===== config.mk =====
export PLATFORM = sky130hd
export DESIGN_NAME = param_data_memory
export DESIGN_NICKNAME = d
export VERILOG_FILES = /design/src/rtl/param_data_memory.sv
export SDC_FILE = /design/constraint.sdc
export NUM_CORES = 1
export LEC_CHECK = 0
export ABC_AREA = 1
export CAP_MARGIN = 0
export CORE_MARGIN = 3
export CORE_UTILIZATION = 50
export CTS_CLUSTER_SIZE = 40
export DETAILED_ROUTE_END_ITERATION = 10
export PLACE_DENSITY = 0.69
export SLEW_MARGIN = 20
export SYNTH_ARGS = -nofsm -noshare
export SYNTH_HDL_FRONTEND = slang
export SYNTH_SLANG_ARGS = --single-unit

===== constraint.sdc =====
create_clock -name clk -period 4.6 [get_ports clk]
set_input_delay 0.92 -clock clk [delete_from_list [all_inputs] [get_ports clk]]
set_output_delay 0.92 -clock clk [all_outputs]
set_load 0.01 [all_outputs]

===== src/rtl/param_data_memory.sv =====
// param_data_memory: DEPTH x DATA_W data store with one valid/ready write
// port, NUM_RD registered read ports, a post-reset clear sweep (one word
// per cycle, busy while sweeping) and optional write-to-read bypass.
module param_data_memory #(
   parameter int unsigned       DATA_W    = 8,
   parameter int unsigned       ADDR_W    = 4,
   parameter int unsigned       NUM_RD    = 2,
   parameter logic [DATA_W-1:0] CLEAR_VAL = '0,
   parameter bit                BYPASS    = 1'b1
) (
   input  logic                     clk,
   input  logic                     reset,
   input  logic                     wr_valid,
   output logic                     wr_ready,
   input  logic [ADDR_W-1:0]        wr_addr,
   input  logic [DATA_W-1:0]        wr_data,
   input  logic [NUM_RD-1:0]        rd_en,
   input  logic [NUM_RD*ADDR_W-1:0] rd_addr,
   output logic [NUM_RD*DATA_W-1:0] rd_data,
   output logic [NUM_RD-1:0]        rd_valid,
   output logic                     busy
);

   localparam int unsigned DEPTH = 2**ADDR_W;

   typedef enum logic {ST_CLEAR, ST_READY} state_t;

   state_t                   state;
   logic [ADDR_W-1:0]        clr_ptr;
   logic [DATA_W-1:0]        mem [DEPTH];
   logic [DATA_W-1:0]        rd_word [NUM_RD];
   logic [NUM_RD*DATA_W-1:0] rd_data_q;
   logic [NUM_RD-1:0]        rd_valid_q;
   logic                     wr_fire;

   assign busy     = (state == ST_CLEAR);
   assign wr_ready = !busy;
   assign wr_fire  = wr_valid && wr_ready;
   assign rd_data  = rd_data_q;
   assign rd_valid = rd_valid_q;

   // Sweep sequencer: reset (re)starts at word 0, leaves after the last word.
   always_ff @(posedge clk) begin
      if (reset) begin
         state   <= ST_CLEAR;
         clr_ptr <= '0;
      end else if (state == ST_CLEAR) begin
         clr_ptr <= clr_ptr + ADDR_W'(1);
         if (&clr_ptr)
            state <= ST_READY;
      end
   end

   // Storage: sweep and accepted writes are mutually exclusive via busy.
   always_ff @(posedge clk) begin
      if (!reset) begin
         if (busy)
            mem[clr_ptr] <= CLEAR_VAL;
         else if (wr_valid)
            mem[wr_addr] <= wr_data;
      end
   end

   // Per-port read word, with same-edge write forwarding when BYPASS is set.
   always_comb begin
      for (int unsigned i = 0; i < NUM_RD; i++) begin
         rd_word[i] = mem[rd_addr[i*ADDR_W +: ADDR_W]];
         if (BYPASS && wr_fire && (wr_addr == rd_addr[i*ADDR_W +: ADDR_W]))
            rd_word[i] = wr_data;
      end
   end

   // Registered read ports: data holds when idle, valid pulses per read.
   always_ff @(posedge clk) begin
      if (reset) begin
         rd_valid_q <= '0;
         rd_data_q  <= '0;
      end else begin
         for (int unsigned i = 0; i < NUM_RD; i++) begin
            if (rd_en[i] && !busy) begin
               rd_valid_q[i]                 <= 1'b1;
               rd_data_q[i*DATA_W +: DATA_W] <= rd_word[i];
            end else begin
               rd_valid_q[i] <= 1'b0;
            end
         end
      end
   end

endmodule

# --- Yosys cells after proc, flatten, opt, wreduce, memory -nomap -nowiden ---
# Memories as Yosys holds them, arrays and structs flattened. A register that Yosys moved wholly into a read port is not among the register bits.
# Cells that the tools add are included.
word_totals:
  ff_bits: 7
  mem_bits_rw: 128
  in_bits: 25
  output_inout_bits: 20
  word_cells: 24
  memories: 1
mem_list:
  columns: ["memory", "depth", "width", "rd", "rd_clocked_by_memory_dff", "wr", "line", "source"]
  rows:
  - ["mem", 16, 8, 2, 2, 1, "30", "logic [DATA_W-1:0] mem [DEPTH];"]
op_classes:
  add_sub_neg: 1
  n_mux: 14
  bitwise_logic: 1
  reduce_logical: 4
ops:
  columns: ["operator", "n"]
  rows:
  - ["1-bit two-way mux", 12]
  - ["8-bit two-way mux", 1]
  - ["8-bit OR reduction", 1]
  - ["4-bit by 1-bit adder with 4-bit output (second input constant)", 1]
  - ["4-bit two-way mux", 1]
  - ["4-bit AND reduction", 1]
  - ["1-bit logical AND", 2]
  - ["1-bit NOT", 1]

# --- Depth between registers and ports, before layout ---
# Gate-level depths: netlist of the first run.
logic_depth:
  depth_word: 6
  ltp_mapped: 13
  mapped_depth_nobuf: 11

# --- Least setup slack after synthesis of the first run ---
# OpenSTA, ideal clock, no wires.
synth_timing:
  path_type: "input-to-reg"
  from: "input port reset"
  to: "memory mem[0][0], enable pin"
  setup_time_ns: 0.370
  t_arrival_ns: 2.014
  required_ns: 4.230
  setup_slack_ns: 2.215
  path_stages: 8
  n_path_buf: 1
  cell_sequence: "buf_4 -> inv_2 -> nand3_2 -> nand2_2 -> nand2_2 -> inv_1 -> nand3_1 -> nor2_1"
synth_via:
  elab_chain_len: 4
  elab_cells_between_ends: 7
  cone_classes: "mux: 6; reduce/logical: 1"
synth_rtl:
  columns: ["element", "line", "source"]
  rows:
  - ["start, declared", "12", "input logic reset,"]
  - ["1-bit two-way mux", "56", "if (!reset) begin"]
  - ["1-bit two-way mux (implied by the code)", "60", "mem[wr_addr] <= wr_data;"]
  - ["8-bit OR reduction (no line)", null, null]
  - ["4-bit two-way mux (no line) / 1-bit two-way mux (equally long branches)", null, null]
  - ["end, declared", "30", null]
# Parallel ways exist; a longest one is shown, timed or not.

# --- Worst setup path in the final report of the first run ---
layout_timing:
  from: "input port wr_valid"
  to: "memory mem[7][7], enable pin"
layout_via:
  elab_chain_len: 6
  elab_cells_between_ends: 7
  cone_classes: "mux: 6; reduce/logical: 1"
layout_rtl:
  columns: ["element", "line", "source"]
  rows:
  - ["start, declared", "13", "input logic wr_valid,"]
  - ["1-bit two-way mux (*)", "59", "else if (wr_valid)"]
  - ["1-bit two-way mux (*)", "57", "if (busy)"]
  - ["1-bit two-way mux (*)", "56", null]
  - ["1-bit two-way mux (implied by the code) (*)", "60", null]
  - ["8-bit OR reduction (no line)", null, null]
  - ["4-bit two-way mux (no line) / 1-bit two-way mux (equally long branches)", null, null]
# Mark *: on every way between the ends. The rest lies on a longest branch, timed or not.

==> results of run 1 <==
==> cells in the mapped netlist (3+ instances only) <==
| cell | instances |
|---|---|
| dfxtp_1 | 23 |
| buf_1 | 8 |
| nand2_2 | 13 |
| nand2_1 | 392 |
| clkbuf_1 | 13 |
| nand3_2 | 3 |
| nand3_1 | 240 |
| buf_6 | 3 |
| nor2_1 | 23 |
| buf_2 | 28 |
| a21oi_1 | 18 |
| inv_1 | 17 |
| nor2_8 | 4 |
| edfxtp_1 | 128 |
| inv_2 | 22 |
| nand2_4 | 4 |
==> area by class of cell <==
cell class | count | area [µm²]
Tap cell | 211 | 264.0
Clock buffer | 17 | 425.4
Inverter | 42 | 173.9
Timing Repair Buffer | 52 | 490.5
Clock inverter | 14 | 176.4
Multi-Input combinational cell | 707 | 3161
Sequential cell | 151 | 4304
Fill cell | 1356 | 6376
==> cells in the final DEF, fill, tap and decap left out <==
| cell | n |
|---|---|
| clkinv_4 | 1 |
| nor2_4 | 1 |
| nor2_1 | 23 |
| nor2_8 | 4 |
| inv_2 | 22 |
| inv_1 | 16 |
| clkdlybuf4s50_1 | 42 |
| a21oi_1 | 18 |
| o21ai_0 | 1 |
| nor3_1 | 2 |
| inv_4 | 1 |
| bufinv_16 | 3 |
| nand3_2 | 3 |
| xor2_1 | 1 |
| dfxtp_1 | 23 |
| nand3_1 | 240 |
| clkinvlp_4 | 6 |
| inv_6 | 2 |
| and3_1 | 1 |
| clkinv_1 | 3 |
| buf_2 | 2 |
| nand2_1 | 392 |
| clkbuf_16 | 17 |
| a21oi_2 | 1 |
| nand2_2 | 13 |
| buf_4 | 8 |
| nand4_1 | 2 |
| inv_8 | 1 |
| edfxtp_1 | 128 |
| nand2_4 | 4 |
| ha_1 | 1 |
| bufinv_8 | 1 |
==> layer usage <==
layer	vias to the layer above	part of all wire [%]	wire [µm]	GRT usage, %
met3	78	11	2474	6.527
met5	-	0	0	0
met1	3180	42	9860	39.64
met2	434	44	10220	39.40
met4	0	3.4	801	9.160
li1	3216	-	-	-
==> power by group through the flow <==
stage	sequential [mW]	combinational [mW]	clock, mW
6_report	1.49	0.310	1.43
5_1_grt	1.49	0.333	1.50
3_3_place_gp	1.52	0.298	0
2_1_floorplan	1.51	0.210	0
3_5_place_dp	1.52	0.299	0
4_1_cts	1.49	0.301	1.43
==> cells by family (layout without fill, tap and decap cells) <==
family | count (synthesis) | count (layout) | share of synthesized area, %
DFF | 151 | 151 | 54.32
buffers and inverters | 97 | 125 | 5.795
xor gates and xnor gates | 1 | 1 | 0.1106
AOI/OAI and AO/OA | 20 | 20 | 1.311
adders and majority gates | 1 | 1 | 0.1579
and+or+nand+nor | 685 | 685 | 38.31
==> stage by stage <==
step           instances  setup WS [ns]  power (mW)  utilization, %
3_5_place_dp        1163          1.190       1.817           54.60
6_report            1194          1.675       3.227           58.52
3_3_place_gp        1163          1.282       1.816           54.59
5_1_grt             1194          1.498       3.324           58.52
2_1_floorplan        955          2.215       1.725               -
4_1_cts             1194          1.644       3.223           58.52
==> critical path, cell delays in order <==
cell	delay, ns
clkdlybuf4s50_1	0.60
nand2_4	0.09
nor2_4	0.27
nand2_1	0.16
nand2_2	0.13
nand3_1	0.21
nor2_1	0.61
==> state kept, by name, summed over array words and instances (netlist names) <==
| register | flops |
|---|---|
| rd_valid | 2 |
| rd_data | 16 |
| wr_ready | 1 |
| clr_ptr | 4 |
| mem | 128 |
==> path summary, 6_finish.rpt <==
path,cells after the start,slack [ns],startpoint,to
worst max-delay path,7,1.67,wr_valid,mem[7][7]
worst min-delay path,2,0.46,rd_data[9],rd_data[9]
worst max register to register,6,2.11,wr_ready,mem[7][7]
worst min register to register,2,0.46,rd_data[9],rd_data[9]
==> results by group, run 1 <==
Timing
  • Max-slew violation count: 0
  • Hold Slack: about 0.46 ns
  • Worst slew pin tran: 0.9027 ns
  • Final Hold Vio Count: 0
  • Tmin final: 2.925 ns
  • Setup TNS: 0 ns
  • Clock Skews: 0.006535 ns
  • Slew margin rel.: between 30% and 40%
  • Final setup viols: 0
  • Final Cycle Share: a little under two thirds
  • RSZ-0062 raised after global routing: no
  • Fmax: 341.9 MHz

GRT
  • Total grt overflow: 0
  • Total GRT Usage: between 20% and 30%
  • First-pass GRT wire length: 36000 µm
  • Largest net degree at the start of global routing: 66
  • Number of global-route vias before repair: between 6k and 7k
  • Antenna violations before repair: 0

Logic synthesis
  • Sequential-to-total area share from yosys stat: 54.32%
  • Largest area contributor in the netlist: edfxtp_1
  • Mean Syn Cell Area: ~8.3 µm²
  • Post-synth ARST share: 0%
  • Synth top area share: 48.51%
  • Synthesis-stage register bit count: roughly 150
  • Top post-synthesis cells by area: edfxtp_1, nand2_1, nand3_1, dfxtp_1, buf_2
  • Syn Std Cell Area: 7924 µm²
  • Post-Synthesis Cells: roughly 960
  • Unique cell type count in the Yosys netlist: 28
  • Primary FF master, synth: edfxtp_1
  • Post-synth EDFFs: 128
  • Syn Nets: between 900 and 1k
  • Syn. warnings: 0

CTS
  • Number of CTS-inserted buffers: 17
  • H-tree depth: 4
  • Post-CTS Setup Inserts: 0
  • CTS tree: done
  • CTS clk-pin slew, worst paths: 0.06 ns
  • Root buffer cell: clkbuf_16
  • Clk_lat worst skew: 0.44 ns
  • Maximum buffer depth of the clock tree: 2
  • TritonCTS sink count: between 150 and 200
  • # hold bufs at CTS: 0
  • Post-CTS sizing: 0

Pwr
  • Net load switching power: about 0.8 mW
  • VDD IR max: around 0.00025 V
  • Sequential power share: ~46%
  • Power Dens Cells: ~360 nW/µm²
  • Pleak: approximately 3.7 nW
  • Clock power frac: between 40% and 50%
  • Logic gate share of total power: 9.6%
  • Int Pwr: ~2.4 mW
  • Sw Ratio: between 20% and 30%

Die
  • Core area: 15370 µm²
  • Die area: roughly 17000 µm²
  • Die Wd: ~130 µm
  • Row cnt: between 40 and 50
  • Die height: roughly 130 µm
  • IO Pins: 45
  • Starting density of the core: between 50% and 60%

Route
  • First DRT Iteration DRCs: between 900 and 1k
  • Post-DRT Antenna Nets: 0
  • Via count: 6908
  • Drt pass-1 iters: 6
  • WL/cell: 19.56 µm
  • Routed wire length: roughly 23000 µm
  • Residual DRC: 0
  • Via density per instance: approximately 5.8

Layout
  • Fin area: around 9000 µm²
  • Share of cells above drive strength 1: 9.156%
  • Area delta synth->final: 13.52%
  • N_diodes: 0
  • Nets: approximately 1000

Run status
  • Status: complete, no violations

Placed design
  • Cell Area, Placed: about 8400 µm²
  • HPWL after DPL: between 10000 and 15000 µm
  • Port bufs: between 40 and 50
  • Routability congestion estimate: ~0.9

Job
  • Max-cap violations: 0

Setup path
  • Crit path kind: input port to register
  • Worst-path fanout max: 11
  • CP Capture Type: register
  • CP required: about 4.7 ns
  • CP Launch Type: input port
  • Crit path DAT: around 3.0 ns

Worst hold path
  • Hold Crit Class: register to register
Power figures use the tool's default switching activity.
==> run 2, diff against run 1 <==
Clock period 4.6 ns to 2.8 ns, I/O delays scaled along.
==> run 2 against run 1 <==
  * Clock power grew 76%
  * Sequential power grew 64%
  * Design area is 3.8% higher
  * Core utilization up 2.2 points
  * Clock skew fell by 0.0011 ns
  * Routed wire length up 0.15%
  * Non-clock buffer count up 31
  * Via count grew 1.3%
  * Global-route usage increased by 0.099 points
  * Count of clock-buffer cells in the layout stayed put
  * Worst hold slack improved by 0.00076 ns
==> results by group, run 2 (synthesis results as in run 1) <==
Layout
  • Reg with most FFs: mem
  • Area delta synth->final: 17.83%
  • Most frequent cells in the layout: nand2_1, nand3_1, edfxtp_1
  • Share of cells above drive strength 1: 12.12% (+3.0 points)
  • Filler instances: 1330 (-1.9%)
  • Area of the multi-input gates: 3161 µm² (unchanged)
  • Register Area: 4304 µm² (unchanged)
  • N_diodes: 0 (unchanged)
  • Leading cell type in the layout, fill and taps excluded: nand2_1
  • Nets: 1028 (+3.1%)
  • Max reg flops: 128 (unchanged)

Setup path
  • Worst path cell trace: inv_1 > clkdlybuf4s50_1
  • Crit path largest cell delay: 0.65 ns (+0.04 ns)
  • CP required: 2.24 ns (-2.43 ns)
  • Critical path's slowest cell: dfxtp_1
  • CP Capture Type: output port
  • Crit path DAT: 1.83 ns (-1.16 ns)
  • CP Launch Type: register
  • Crit path kind: register to output port
  • Worst-path fanout max: 11 (unchanged)

Timing
  • Setup TNS: 0 ns (unchanged)
  • Fmax: 419.2 MHz
  • Hold Slack: 0.4631 ns (+0.0007610 ns)
  • Final WS setup: 0.4143 ns (-1.260 ns)
  • Max-slew violation count: 0 (unchanged)
  • Tmin final: 2.386 ns
  • Worst slew pin tran: 0.8092 ns (-0.09349 ns)
  • Final Cycle Share: ~85%
  • Final Hold Vio Count: 0 (unchanged)
  • RSZ-0062 raised after global routing: no
  • Final setup viols: 0 (unchanged)
  • Slew margin rel.: 45.99% (+6.3 points)
  • Clock Skews: 0.005443 ns (-0.001092 ns)

Placed design
  • Routability congestion estimate: 0.9057 (+0.96%)
  • Place WS: 0.1532 ns (-1.037 ns)
  • HPWL after DPL: 15280 µm (+3.4%)
  • Port bufs: 44 (unchanged)

Die
  • Die area: 17390 µm² (unchanged)
  • Core area: 15370 µm² (unchanged)
  • Die Wd: 131.9 µm (unchanged)
  • Starting density of the core: 51.55% (unchanged)
  • Die height: 131.9 µm (unchanged)
  • Row cnt: 45 (unchanged)
  • IO Pins: 45 (unchanged)

Route
  • First DRT Iteration DRCs: 979 (+5.6%)
  • Residual DRC: 0 (unchanged)
  • Via density per instance: 5.710 (-1.3%)
  • Post-DRT Antenna Nets: 0 (unchanged)
  • WL/cell: 19.08 µm (-2.5%)
  • Drt pass-1 iters: 6 (unchanged)
  • Via count: 7001 (+1.3%)
  • Routed wire length: 23390 µm (+0.15%)

CTS
  • TritonCTS sink count: 151 (unchanged)
  • Post-CTS sizing: 0 (unchanged)
  • Post-CTS Setup Inserts: 0 (unchanged)
  • CTS tree: done
  • H-tree depth: 4 (unchanged)
  • Clk_lat worst skew: 0.43 ns (about the same)
  • Root buffer cell: clkbuf_16
  • # hold bufs at CTS: 0 (unchanged)
  • Number of CTS-inserted buffers: 17 (unchanged)
  • CTS clk-pin slew, worst paths: 0.06 ns (about the same)
  • Maximum buffer depth of the clock tree: 2 (unchanged)

Pwr
  • Power Total: 5.497 mW (+70%)
  • Net load switching power: 1.303 mW (+62%)
  • Clock power frac: 45.7% (+1.4 points)
  • Logic gate share of total power: 9.9% (+0.3 points)
  • Pleak: 3.904 nW (+6.1%)
  • Sw Ratio: 23.71% (-1.1 points)
  • Int Pwr: 4.194 mW (+73%)
  • VDD IR max: 0.0004731 V (+87%)
  • Sequential power share: 44.5% (-1.6 points)
  • Power Dens Cells: 588.7 nW/µm² (+64%)

Job
  • Max-cap violations: 0 (unchanged)

GRT
  • Total grt overflow: 0 (unchanged)
  • Largest net degree at the start of global routing: 66 (unchanged)
  • Antenna violations before repair: 0 (unchanged)
  • Number of global-route vias before repair: 6428 (+2.4%)
  • Total GRT Usage: 27.10% (+0.099 points)
  • First-pass GRT wire length: 35980 µm (about the same)

Worst hold path
  • Hold Crit Class: register to register

Run status
  • Status: complete, no violations
-- run 2: critical path: cells and delay by family (launching register included) --
family	cells	cell delay [ns]
flops	1	0.65
buf+inv	2	0.76
-- run 2: final timing paths --
| path | startpoint | to | slack, ns | cells past startpoint |
|---|---|---|---|---|
| hold / removal | rd_data[9] | rd_data[9] | 0.46 | 2 |
| setup / recovery | wr_ready | busy | 0.41 | 2 |
| hold reg to reg | rd_data[9] | rd_data[9] | 0.46 | 2 |
| setup reg to reg | wr_ready | mem[4][1] | 0.56 | 7 |
-- run 2: final cells by class --
| type | instances | share of cell area (%) |
|---|---|---|
| Timing Repair Buffer | 83 | 8.416 |
| Clock buffer | 17 | 4.556 |
| Inverter | 42 | 1.836 |
| Clock inverter | 15 | 2.412 |
| Sequential cell | 151 | 46.10 |
| Tap cell | 211 | 2.828 |
| Multi-Input combinational cell | 707 | 33.85 |
-- run 2: power by group through the flow --
| stage | logic [mW] | registers, mW | clock network, mW |
|---|---|---|---|
| after floorplan | 0.345 | 2.49 | 0 |
| after global placement | 0.526 | 2.49 | 0 |
| after detailed placement | 0.527 | 2.49 | 0 |
| after CTS | 0.529 | 2.44 | 2.52 |
| after global routing | 0.585 | 2.45 | 2.64 |
| final | 0.542 | 2.45 | 2.51 |
-- run 2: metrics by stage --
step	instance area, µm²	utilization, %	std cells
floorplan	7924	-	955
CTS	9336	60.74	1226
global placement	8686	56.51	1194
finish	9336	60.74	1226
detailed placement	8686	56.51	1194
global route	9336	60.74	1226
-- run 2: per-layer routing --
layer / vias up / GRT usage, % / wire length (µm)
met5: - / 0 / 0
met4: 0 / 11.09 / 722
met3: 58 / 5.496 / 2545
met2: 452 / 40.68 / 10580
met1: 3201 / 38.65 / 9545
li1: 3290 / - / -
==> run 3, diff against run 2 <==
--- a/config.mk
+++ b/config.mk
@@ -14,2 +14,4 @@
 export PLACE_DENSITY = 0.69
+export REMOVE_ABC_BUFFERS = 1
+export SKIP_CTS_REPAIR_TIMING = 1
 export SLEW_MARGIN = 20
--- a/constraint.sdc
+++ b/constraint.sdc
@@ -3,2 +3,2 @@
 set_output_delay 0.56 -clock clk [all_outputs]
-set_load 0.01 [all_outputs]
+set_load 0.02 [all_outputs]
==> run 3 against run 2 <==
  * Non-clock buffer count increased by 4
  * Clock skew hardly changed
  * Register-to-register slack better by 0.19 ns
  * First-iteration DRC count rose by 9.7%
  * Count of clock-buffer cells in the layout up 1
  * Worst hold slack better by 0.0031 ns
  * Design area decreased by 0.11%
  * Sequential cell count unchanged
  * Setup slack worse by 0.070 ns
  * Maximum frequency down 2.9%
  * Final cell count up 0.33%
  * Die area unchanged
  * Critical endpoint unchanged
  * Highest routed layer unchanged
==> results by group, run 3 (synthesis results as in run 1) <==
Run status
  • Status: complete, no violations

Timing
  • Fmax: 407.2 MHz (-2.9%)
  • Hold Slack: 0.4662 ns (+0.003076 ns)
  • Final setup viols: 0 (unchanged)
  • Setup TNS: 0 ns (unchanged)
  • Worst slew pin tran: 0.6082 ns (-0.2010 ns)
  • Clock Skews: 0.005145 ns (-0.0002986 ns)
  • Final Cycle Share: 87.71% (+2.5 points)
  • Final Hold Vio Count: 0 (unchanged)
  • Slew margin rel.: 59.41% (+13 points)
  • Tmin final: 2.456 ns (+0.07020 ns)
  • RSZ-0062 raised after global routing: no
  • Max-slew violation count: 0 (unchanged)

Layout
  • Area delta synth->final: 17.70%
  • Reg with most FFs: mem
  • Most frequent cells in the layout: nand2_1, nand3_1, edfxtp_1
  • Leading cell type in the layout, fill and taps excluded: nand2_1
  • Share of cells above drive strength 1: 12.07% (-0.048 points)
  • N_diodes: 0 (unchanged)
  • Max reg flops: 128 (unchanged)
  • Nets: 1032 (+0.39%)

Die
  • Starting density of the core: 51.55% (unchanged)
  • Die height: 131.9 µm (unchanged)
  • Die area: 17390 µm² (unchanged)
  • Die Wd: 131.9 µm (unchanged)
  • Core area: 15370 µm² (unchanged)
  • IO Pins: 45 (unchanged)
  • Row cnt: 45 (unchanged)

CTS
  • H-tree depth: 4 (unchanged)
  • CTS clk-pin slew, worst paths: 0.06 ns (about the same)
  • Clk_lat worst skew: 0.42 ns (about the same)
  • Number of CTS-inserted buffers: 17 (unchanged)
  • CTS tree: done
  • Root buffer cell: clkbuf_16
  • Maximum buffer depth of the clock tree: 2 (unchanged)
  • TritonCTS sink count: 151 (unchanged)

Setup path
  • Setup slack, reg-to-reg: 0.75 ns (+0.19 ns)
  • Worst reg2reg endpoint: mem[1][3]
  • Reg-to-reg startpoint: wr_ready
  • CP Capture Type: output port
  • CP Launch Type: register
  • Crit path DAT: 1.90 ns (+0.07 ns)
  • Worst-path fanout max: 11 (unchanged)
  • Worst R2R Path Depth: 7 (unchanged)
  • Crit path kind: register to output port
  • CP required: 2.24 ns (about the same)

GRT
  • Number of global-route vias before repair: 6503 (+1.2%)
  • Largest net degree at the start of global routing: 51 (-23%)
  • Total grt overflow: 0 (unchanged)
  • Antenna violations before repair: 0 (unchanged)
  • Total GRT Usage: 27.42% (+0.32 points)
  • First-pass GRT wire length: 36920 µm (+2.6%)

Route
  • Drt pass-1 iters: 6 (unchanged)
  • First DRT Iteration DRCs: 1074 (+9.7%)
  • Residual DRC: 0 (unchanged)
  • Via density per instance: 5.671 (-0.70%)
  • Post-DRT Antenna Nets: 0 (unchanged)
  • Via count: 6975 (-0.37%)
  • WL/cell: 18.96 µm (-0.61%)
  • Routed wire length: 23330 µm (-0.29%)

Worst hold path
  • Hold Crit Class: register to register
  • Worst hold endpoint: rd_data[0]
  • Hold path depth: 2 (unchanged)
  • HP Start: rd_data[0]

Pwr
  • VDD IR max: 0.0004324 V (-8.6%)
  • Pleak: 3.897 nW (-0.18%)
  • Power Dens Cells: 573.1 nW/µm² (-2.7%)

Job
  • Max-cap violations: 0 (unchanged)

Placed design
  • Routability congestion estimate: 0.9209 (+1.7%)
  • HPWL after DPL: 15470 µm (+1.2%)
  • Port bufs: 44 (unchanged)
-- run 3: power by group --
group	total, mW	leakage [nW]	internal [mW]	switching, mW
combinational	0.534	2.06	0.174	0.360
sequential	2.45	1.55	2.43	0.0131
clock	2.37	0.289	1.48	0.886
total	5.35	3.90	4.09	1.26
-- run 3: final cells by class --
class / count / area, µm²
timing repair buffer: 87 / 815.8
tap: 211 / 264.0
multi-input combinational: 707 / 3161
inverter: 42 / 171.4
sequential: 151 / 4304
fill: 1342 / 6045
clock buffer: 18 / 429.2
clock inverter: 14 / 181.4
-- run 3: how the worst max path moves through the flow --
stage                     from    endpoint  slack, ns  cells after the start
CTS                   wr_ready        busy       0.36                      2
global placement         reset  mem[14][4]       0.26                      6
finish                wr_ready        busy       0.34                      2
floorplan           rd_addr[0]  rd_data[0]       0.60                      8
global route          wr_ready        busy       0.28                      2
detailed placement       reset  mem[10][1]       0.22                      6
-- run 3: critical path: stages, from the launching register on --
cell,delay (ns)
dfxtp_1,0.66
inv_1,0.22
clkdlybuf4s50_1,0.59
-- run 3: per-layer routing --
metal	wire, µm	up-vias	GRT usage, %
li1	-	3292	-
met1	9754	3282	39.66
met2	10690	358	41.11
met4	586	0	9.802
met5	0	-	0
met3	2300	43	5.687
-- run 3: per-stage QoR --
| stage | instance area [µm²] | total power [mW] | instances | worst slack (ns) | util [%] |
|---|---|---|---|---|---|
| after detailed placement | 8716 | 3.013 | 1198 | 0.2223 | 56.70 |
| after global placement | 8716 | 3.009 | 1198 | 0.2593 | 56.70 |
| final | 9326 | 5.345 | 1230 | 0.3441 | 60.68 |
| after CTS | 9326 | 5.357 | 1230 | 0.3553 | 60.68 |
| after floorplan | 7636 | 2.767 | 900 | 0.5955 | - |
| after global routing | 9326 | 5.521 | 1230 | 0.2799 | 60.68 |
